==> config.mk <==
export PLATFORM = sky130hd
export DESIGN_NAME = hazard_ctrl
export DESIGN_NICKNAME = d
export VERILOG_FILES = /design/src/rtl/hazard_ctrl_pkg.sv /design/src/rtl/hazard_ctrl_md_busy_seq.sv /design/src/rtl/hazard_ctrl.sv
export SDC_FILE = /design/constraint.sdc
export NUM_CORES = 1
export LEC_CHECK = 0
export ABC_AREA = 1
export BUFFER_PORTS_ARGS = -buffer_cell sky130_fd_sc_hd__buf_2
export CAP_MARGIN = 0
export CORE_AREA = 2 2 65 98
export CTS_CLUSTER_DIAMETER = 150
export DETAILED_ROUTE_END_ITERATION = 7
export DIE_AREA = 0 0 67 100
export GPL_ROUTABILITY_DRIVEN = 1
export PLACE_DENSITY = 0.94
export SYNTH_ARGS = -nofsm -noshare
export SYNTH_HDL_FRONTEND = slang
export SYNTH_SLANG_ARGS = --single-unit
==> constraint.sdc <==
create_clock -name clk -period 3.55 [get_ports clk]
set_clock_uncertainty 0.15 [all_clocks]
set_input_delay 0.1775 -clock clk [delete_from_list [all_inputs] [get_ports clk]]
set_output_delay 0.1775 -clock clk [all_outputs]
set_load 0.02 [all_outputs]
==> src/rtl/hazard_ctrl_pkg.sv <==
// rtl/hazard_ctrl_pkg.sv - result-class, forward-select and Tnew definitions shared with the tracker
package hazard_ctrl_pkg;

    typedef enum logic [1:0] {
        RES_NW  = 2'b00,
        RES_ALU = 2'b01,
        RES_DM  = 2'b10,
        RES_PC  = 2'b11
    } res_t;

    localparam logic [1:0] FWD_RF   = 2'b00;
    localparam logic [1:0] FWD_E_PC = 2'b01;
    localparam logic [1:0] FWD_M    = 2'b10;
    localparam logic [1:0] FWD_W    = 2'b11;

    localparam logic [1:0] TUSE_D = 2'd0;
    localparam logic [1:0] TUSE_E = 2'd1;
    localparam logic [1:0] TUSE_M = 2'd2;

    // Cycles until a producer in E has its value ready, by result class.
    function automatic logic [1:0] tnew_e(input logic [1:0] res);
        case (res)
            RES_ALU: tnew_e = 2'd1;
            RES_DM:  tnew_e = 2'd2;
            default: tnew_e = 2'd0;
        endcase
    endfunction

    function automatic logic [1:0] tnew_m(input logic [1:0] res);
        tnew_m = (res == RES_DM) ? 2'd1 : 2'd0;
    endfunction

endpackage

==> src/rtl/hazard_ctrl_md_busy_seq.sv <==
// rtl/hazard_ctrl_md_busy_seq.sv - mult/div busy countdown (IDLE/BUSY)
module md_busy_seq
    import hazard_ctrl_pkg::*;
#(
    parameter int MULT_CYCLES = 5,
    parameter int DIV_CYCLES  = 10
) (
    input  logic clk,
    input  logic reset,
    input  logic start,
    input  logic is_div,
    output logic busy
);

    localparam int MAX_CYCLES = (DIV_CYCLES > MULT_CYCLES) ? DIV_CYCLES : MULT_CYCLES;
    localparam int CW = (MAX_CYCLES > 1) ? $clog2(MAX_CYCLES) : 1;

    typedef enum logic {IDLE, BUSY} state_t;

    state_t        state;
    logic [CW-1:0] cnt;

    always_ff @(posedge clk) begin
        if (reset) begin
            state <= IDLE;
            cnt   <= '0;
            busy  <= 1'b0;
        end else if (start) begin
            // A start while already busy restarts the countdown.
            state <= BUSY;
            cnt   <= is_div ? CW'(DIV_CYCLES - 1) : CW'(MULT_CYCLES - 1);
            busy  <= 1'b1;
        end else if (state == BUSY) begin
            if (cnt == '0) begin
                state <= IDLE;
                busy  <= 1'b0;
            end else begin
                cnt <= cnt - 1'b1;
            end
        end
    end

endmodule

==> src/rtl/hazard_ctrl.sv <==
// rtl/hazard_ctrl.sv - D-stage stall detection, forwarding selects and stall counter
module hazard_ctrl
    import hazard_ctrl_pkg::*;
#(
    parameter int MULT_CYCLES = 5,
    parameter int DIV_CYCLES  = 10,
    parameter int CNT_W       = 32
) (
    input  logic             clk,
    input  logic             reset,
    input  logic             tuse_rs0,
    input  logic             tuse_rs1,
    input  logic             tuse_rt0,
    input  logic             tuse_rt1,
    input  logic             tuse_rt2,
    input  logic [4:0]       a1_d,
    input  logic [4:0]       a2_d,
    input  logic [4:0]       a1_e,
    input  logic [4:0]       a2_e,
    input  logic [4:0]       a3_e,
    input  logic [4:0]       a2_m,
    input  logic [4:0]       a3_m,
    input  logic [4:0]       a3_w,
    input  logic [1:0]       res_e,
    input  logic [1:0]       res_m,
    input  logic [1:0]       res_w,
    input  logic             md_d,
    input  logic             md_start_e,
    input  logic             md_div_e,
    output logic             stall,
    output logic [1:0]       fwd_rs_d,
    output logic [1:0]       fwd_rt_d,
    output logic [1:0]       fwd_rs_e,
    output logic [1:0]       fwd_rt_e,
    output logic             fwd_rt_m,
    output logic             md_busy,
    output logic [CNT_W-1:0] stall_cnt
);

    logic data_stall;
    logic md_stall;

    // True when a producer in E or M will not have reg ready by time tuse.
    function automatic logic late(input logic [4:0] r, input logic [1:0] tuse,
                                  input logic [4:0] ae, input logic [1:0] re,
                                  input logic [4:0] am, input logic [1:0] rm);
        late = (r != 5'd0) &&
               (((ae == r) && (re != RES_NW) && (tnew_e(re) > tuse)) ||
                ((am == r) && (rm != RES_NW) && (tnew_m(rm) > tuse)));
    endfunction

    function automatic logic [1:0] sel_d(input logic [4:0] r,
                                         input logic [4:0] ae, input logic [1:0] re,
                                         input logic [4:0] am, input logic [1:0] rm,
                                         input logic [4:0] aw, input logic [1:0] rw);
        if (r == 5'd0)                                          sel_d = FWD_RF;
        else if (ae == r && re == RES_PC)                       sel_d = FWD_E_PC;
        else if (am == r && (rm == RES_ALU || rm == RES_PC))    sel_d = FWD_M;
        else if (aw == r && rw != RES_NW)                       sel_d = FWD_W;
        else                                                    sel_d = FWD_RF;
    endfunction

    function automatic logic [1:0] sel_e(input logic [4:0] r,
                                         input logic [4:0] am, input logic [1:0] rm,
                                         input logic [4:0] aw, input logic [1:0] rw);
        if (r == 5'd0)                                          sel_e = FWD_RF;
        else if (am == r && (rm == RES_ALU || rm == RES_PC))    sel_e = FWD_M;
        else if (aw == r && rw != RES_NW)                       sel_e = FWD_W;
        else                                                    sel_e = FWD_RF;
    endfunction

    always_comb begin
        data_stall = (tuse_rs0 && late(a1_d, TUSE_D, a3_e, res_e, a3_m, res_m)) ||
                     (tuse_rs1 && late(a1_d, TUSE_E, a3_e, res_e, a3_m, res_m)) ||
                     (tuse_rt0 && late(a2_d, TUSE_D, a3_e, res_e, a3_m, res_m)) ||
                     (tuse_rt1 && late(a2_d, TUSE_E, a3_e, res_e, a3_m, res_m)) ||
                     (tuse_rt2 && late(a2_d, TUSE_M, a3_e, res_e, a3_m, res_m));
        md_stall   = md_d && (md_busy || md_start_e);
        stall      = data_stall || md_stall;

        fwd_rs_d = sel_d(a1_d, a3_e, res_e, a3_m, res_m, a3_w, res_w);
        fwd_rt_d = sel_d(a2_d, a3_e, res_e, a3_m, res_m, a3_w, res_w);
        fwd_rs_e = sel_e(a1_e, a3_m, res_m, a3_w, res_w);
        fwd_rt_e = sel_e(a2_e, a3_m, res_m, a3_w, res_w);
        fwd_rt_m = (a2_m != 5'd0) && (a2_m == a3_w) && (res_w != RES_NW);
    end

    md_busy_seq #(
        .MULT_CYCLES (MULT_CYCLES),
        .DIV_CYCLES  (DIV_CYCLES)
    ) u_md_busy_seq (
        .clk    (clk),
        .reset  (reset),
        .start  (md_start_e),
        .is_div (md_div_e),
        .busy   (md_busy)
    );

    always_ff @(posedge clk) begin
        if (reset)
            stall_cnt <= '0;
        else if (stall && (stall_cnt != '1))
            stall_cnt <= stall_cnt + 1'b1;
    end

endmodule
==> metrics.txt <==
# TYPE chip_impl_metric gauge
chip_impl_metric{name="total_cts_buffers",unit=""} 5
chip_impl_metric{name="worst_max_slew_pin_slew",unit="ns"} 0.833
chip_impl_metric{name="yosys.area.top_type_share",unit=""} 0.234
chip_impl_metric{name="postCtsSetupBuffers",unit=""} 0
chip_impl_metric{name="seq_area_frac_synth",unit=""} 0.234
chip_impl_info{name="setup.worst_path.end_class",value="flop"} 1
chip_impl_metric{name="slew-limit-headroom",unit=""} 0.439
chip_impl_metric{name="adder_cell_fraction_of_synth_area",unit=""} 0.0231
chip_impl_info{name="worstPathCellList",value="ha_1 -> nand2_2 -> nor2_1 -> nand2_1 -> nor3_2 -> nand2_1 -> nor2_1 -> nand3_1 -> nor2_1 -> nand2_2 -> nand2_4 -> nand2_1 -> a21oi_1"} 1
chip_impl_info{name="post_synth_main_area_contributors",value="sky130_fd_sc_hd__dfxtp_1 (23%), sky130_fd_sc_hd__nand2_1 (14%), sky130_fd_sc_hd__xor2_1 (11%)"} 1
chip_impl_metric{name="syn-instance-count",unit=""} 523
chip_impl_metric{name="initial_core_utilization",unit=""} 0.546
chip_impl_info{name="largest_family_of_logic_cells_by_synthesized_area",value="simple AND/OR/NAND/NOR gates"} 1
chip_impl_info{name="crit_slowest_cell",value="sky130_fd_sc_hd__dfxtp_1"} 1
chip_impl_metric{name="chipWidth",unit="µm"} 67
chip_impl_metric{name="cts_num_sinks",unit=""} 38
chip_impl_metric{name="num_rows",unit=""} 35
chip_impl_metric{name="pre_cts_slack",unit="ns"} 1.02
chip_impl_metric{name="grt.total_usage",unit=""} 0.305
chip_impl_metric{name="placedInstanceArea",unit="µm²"} 3770
chip_impl_metric{name="grt_antenna_before_repair",unit=""} 0
chip_impl_info{name="netlist.top_cell.by_area",value="sky130_fd_sc_hd__dfxtp_1"} 1
chip_impl_metric{name="finalCritPeriodShare",unit=""} 0.739
chip_impl_metric{name="timing.final.hold_violations",unit=""} 0
chip_impl_metric{name="setup_total_negative_slack",unit="ns"} 0
chip_impl_metric{name="layout.nets",unit=""} 678
chip_impl_metric{name="ir_worst_vdd",unit="µV"} 157
chip_impl_metric{name="highest_clock_frequency_the_design_can_meet",unit="MHz"} 381
chip_impl_metric{name="syn-mean-instance-area",unit="µm²"} 6.22
chip_impl_metric{name="crit_fanout",unit=""} 32
chip_impl_metric{name="postSynthNetCount",unit=""} 585
chip_impl_info{name="path_class",value="flop to flop"} 1
chip_impl_info{name="root_buffer",value="sky130_fd_sc_hd__clkbuf_8"} 1
chip_impl_metric{name="place.port_buffers",unit=""} 98
chip_impl_metric{name="final_antenna_net_count",unit=""} 0
chip_impl_metric{name="dieHeight",unit="µm"} 100
chip_impl_metric{name="floorplan.core_area",unit="µm²"} 5960
chip_impl_metric{name="top_level_ports",unit=""} 99
chip_impl_metric{name="clock_insertion_delay_at_the_later_pin_of_the_skew_report",unit="ns"} 0.30
chip_impl_metric{name="h-tree-depth",unit=""} 2
chip_impl_metric{name="postLayoutSetupSlackWorst",unit="ns"} 0.925
chip_impl_metric{name="r2r_setup_slack",unit="ns"} 0.93
chip_impl_info{name="rr_endpoint",value="stall_cnt[26]"} 1
chip_impl_info{name="reg2reg_from",value="stall_cnt[1]"} 1
chip_impl_metric{name="gr-total-overflow",unit=""} 0
chip_impl_metric{name="post_cts_hold_buffer_count",unit=""} 0
chip_impl_metric{name="antennaDiodeCount",unit=""} 0
chip_impl_metric{name="ys.warnings.count",unit=""} 0
chip_impl_metric{name="first_pass_grt_wire_length",unit="µm"} 16400
chip_impl_metric{name="die_outline_area",unit="µm²"} 6700
chip_impl_metric{name="ys_ff_latch",unit=""} 38
chip_impl_info{name="layout.cells.most_common_list",value="sky130_fd_sc_hd__nand2_1 (124), sky130_fd_sc_hd__buf_2 (98), sky130_fd_sc_hd__inv_1 (59), sky130_fd_sc_hd__nor2_1 (53), sky130_fd_sc_hd__a21oi_1 (50)"} 1
chip_impl_metric{name="clock_path_buffers",unit=""} 2
chip_impl_metric{name="maxSlewViolCount",unit=""} 0
chip_impl_metric{name="p_per_area",unit="nW/µm²"} 268
chip_impl_metric{name="stdcell_area",unit="µm²"} 3880
chip_impl_metric{name="complex_gate_fraction_of_the_synthesized_area",unit=""} 0.157
chip_impl_metric{name="cell_count_post_placement",unit=""} 683
chip_impl_metric{name="timing.final.setup_violations",unit=""} 0
chip_impl_metric{name="gp_congestion",unit=""} 0.995
chip_impl_metric{name="detail_route.vias_per_cell",unit=""} 5.74
chip_impl_metric{name="drt_iter0_drc",unit=""} 243
chip_impl_metric{name="cts_repair_resize_count",unit=""} 0
chip_impl_metric{name="critical_path.max_stage_delay",unit="ns"} 0.40
chip_impl_metric{name="synth.area.mux_share",unit=""} 0
chip_impl_info{name="path_type_of_the_worst_min_delay_path",value="input pin to flop"} 1
chip_impl_metric{name="areaGrowthSynthToFinish",unit="%"} 19.5
chip_impl_metric{name="timing.reg2reg.worst_path_depth",unit=""} 13
chip_impl_metric{name="share_of_synthesized_cell_area_in_and_or_nand_and_nor_gates",unit=""} 0.357
chip_impl_metric{name="layoutNonFillerInstCount",unit=""} 691
chip_impl_metric{name="p_leak",unit="µW"} 0.00183
chip_impl_metric{name="routedWlPerCell",unit="µm"} 14.4
chip_impl_metric{name="synth.lib_cells_used.distinct",unit=""} 31
chip_impl_metric{name="post_synth_xor_area_fraction",unit=""} 0.135
chip_impl_metric{name="worst-endpoint-required",unit="ns"} 3.61
chip_impl_metric{name="place.detailed.hpwl",unit="µm"} 7910
chip_impl_info{name="unrepaired_setup_endpoints_after_global_routing",value="no"} 1
chip_impl_metric{name="crit_arrival",unit="ns"} 2.69
chip_impl_info{name="status",value="completed"} 1
chip_impl_metric{name="drt_pre_antenna_iters",unit=""} 5
chip_impl_info{name="final_common_cell",value="sky130_fd_sc_hd__nand2_1"} 1
chip_impl_metric{name="postRouteWirelength",unit="µm"} 9970
chip_impl_metric{name="cell_area_after_synthesis",unit="µm²"} 3250
chip_impl_metric{name="count_of_max_cap_constraint_violations",unit=""} 0
chip_impl_info{name="cp-start-kind",value="flop"} 1
chip_impl_metric{name="clkSlewWorstSetupHoldPaths",unit="ns"} 0.08
chip_impl_info{name="critPathLaunch",value="stall_cnt[1]"} 1
chip_impl_metric{name="drive_gt1_frac",unit=""} 0.190
chip_impl_metric{name="drc",unit=""} 0
chip_impl_info{name="setup.worst_path.end",value="stall_cnt[26]"} 1
chip_impl_metric{name="first_global_vias",unit=""} 3797
chip_impl_info{name="cts_tree",value="built"} 1
chip_impl_metric{name="period_minus_slack",unit="ns"} 2.62
chip_impl_metric{name="grt_max_degree",unit=""} 38
chip_impl_metric{name="route.vias.total",unit=""} 3966
-- state kept, by name, summed over array words and instances, names as in the netlist --
name / cells
u_md_busy_seq.cnt: 4
u_md_busy_seq.busy: 1
stall_cnt: 32
u_md_busy_seq.state: 1
-- where the power goes --
group	switching, µW	internal (µW)
registers	7.05	435
logic	144	81.1
clock network	165	209
total	316	725
-- cell type report --
| cell class | count | area, µm² |
|---|---|---|
| clock buffers | 5 | 68.8 |
| clock inverters | 3 | 45.0 |
| fillers | 559 | 2070 |
| inverters | 61 | 229 |
| multi-input cells | 410 | 2180 |
| flip-flops and latches | 38 | 761 |
| well taps | 74 | 92.6 |
| repair buffers | 100 | 505 |
-- synthesized netlist by cell type --
cell,instances
sky130_fd_sc_hd__a221oi_1,10
sky130_fd_sc_hd__xnor2_1,10
sky130_fd_sc_hd__clkbuf_1,8
sky130_fd_sc_hd__nor4_1,7
sky130_fd_sc_hd__o22ai_1,9
sky130_fd_sc_hd__a31oi_1,1
sky130_fd_sc_hd__inv_1,59
sky130_fd_sc_hd__nand2_2,3
sky130_fd_sc_hd__buf_6,3
sky130_fd_sc_hd__ha_1,6
sky130_fd_sc_hd__or2_2,2
sky130_fd_sc_hd__a21oi_1,50
sky130_fd_sc_hd__nand3_1,48
sky130_fd_sc_hd__nor3_1,17
sky130_fd_sc_hd__o21a_1,1
sky130_fd_sc_hd__a21boi_0,2
sky130_fd_sc_hd__nand4_1,11
sky130_fd_sc_hd__nor2_1,53
sky130_fd_sc_hd__nand2_4,1
sky130_fd_sc_hd__o2111ai_1,2
sky130_fd_sc_hd__nand2_1,124
sky130_fd_sc_hd__xor2_1,40
sky130_fd_sc_hd__and3_1,1
sky130_fd_sc_hd__a211oi_1,1
sky130_fd_sc_hd__dfxtp_1,38
sky130_fd_sc_hd__buf_2,3
sky130_fd_sc_hd__inv_2,2
sky130_fd_sc_hd__o41ai_1,1
sky130_fd_sc_hd__o21ai_0,7
sky130_fd_sc_hd__o221ai_1,2
sky130_fd_sc_hd__nor3_2,1
-- metal layers --
layer,vias to the layer above,global-route usage,wire (µm)
met1,1834,0.316,3580
met4,0,0.137,438
met2,177,0.583,5320
met5,-,0,0
met3,30,0.0392,630
li1,1925,-,-
-- through the flow --
| stage | total power (µW) | hold slack [ns] | utilization |
|---|---|---|---|
| after floorplan | 590 | 0.206 | - |
| after CTS | 1040 | 0.0758 | 0.652 |
| after global placement | 664 | 0.291 | 0.633 |
| after global routing | 1080 | 0.108 | 0.652 |
| after detailed placement | 674 | 0.303 | 0.633 |
| final | 1040 | 0.0744 | 0.652 |
-- critical path, delay by kind of cell (launching register included) --
family / cells / cell delay, ns
fa+ha+maj: 1 / 0.25
simple gates: 11 / 1.57
compound gates: 1 / 0.16
flops: 1 / 0.40
-- kinds of logic after synthesis --
group           Yosys count
compound gates           86
xor+xnor                 50
fa+ha+maj                 6
buf+inv                  75
flops                    38
simple gates            268
-- worst min path at each step --
stage | startpoint | end | slack, ns | cells after the start
after global placement | u_md_busy_seq.state | u_md_busy_seq.busy | 0.29 | 1
after global routing | md_div_e | u_md_busy_seq.cnt[2] | 0.11 | 4
after detailed placement | u_md_busy_seq.state | u_md_busy_seq.busy | 0.30 | 1
after CTS | md_div_e | u_md_busy_seq.cnt[3] | 0.08 | 3
final | md_div_e | u_md_busy_seq.cnt[3] | 0.07 | 3
after floorplan | md_start_e | u_md_busy_seq.cnt[1] | 0.21 | 3
Power figures use the tool's default switching activity.
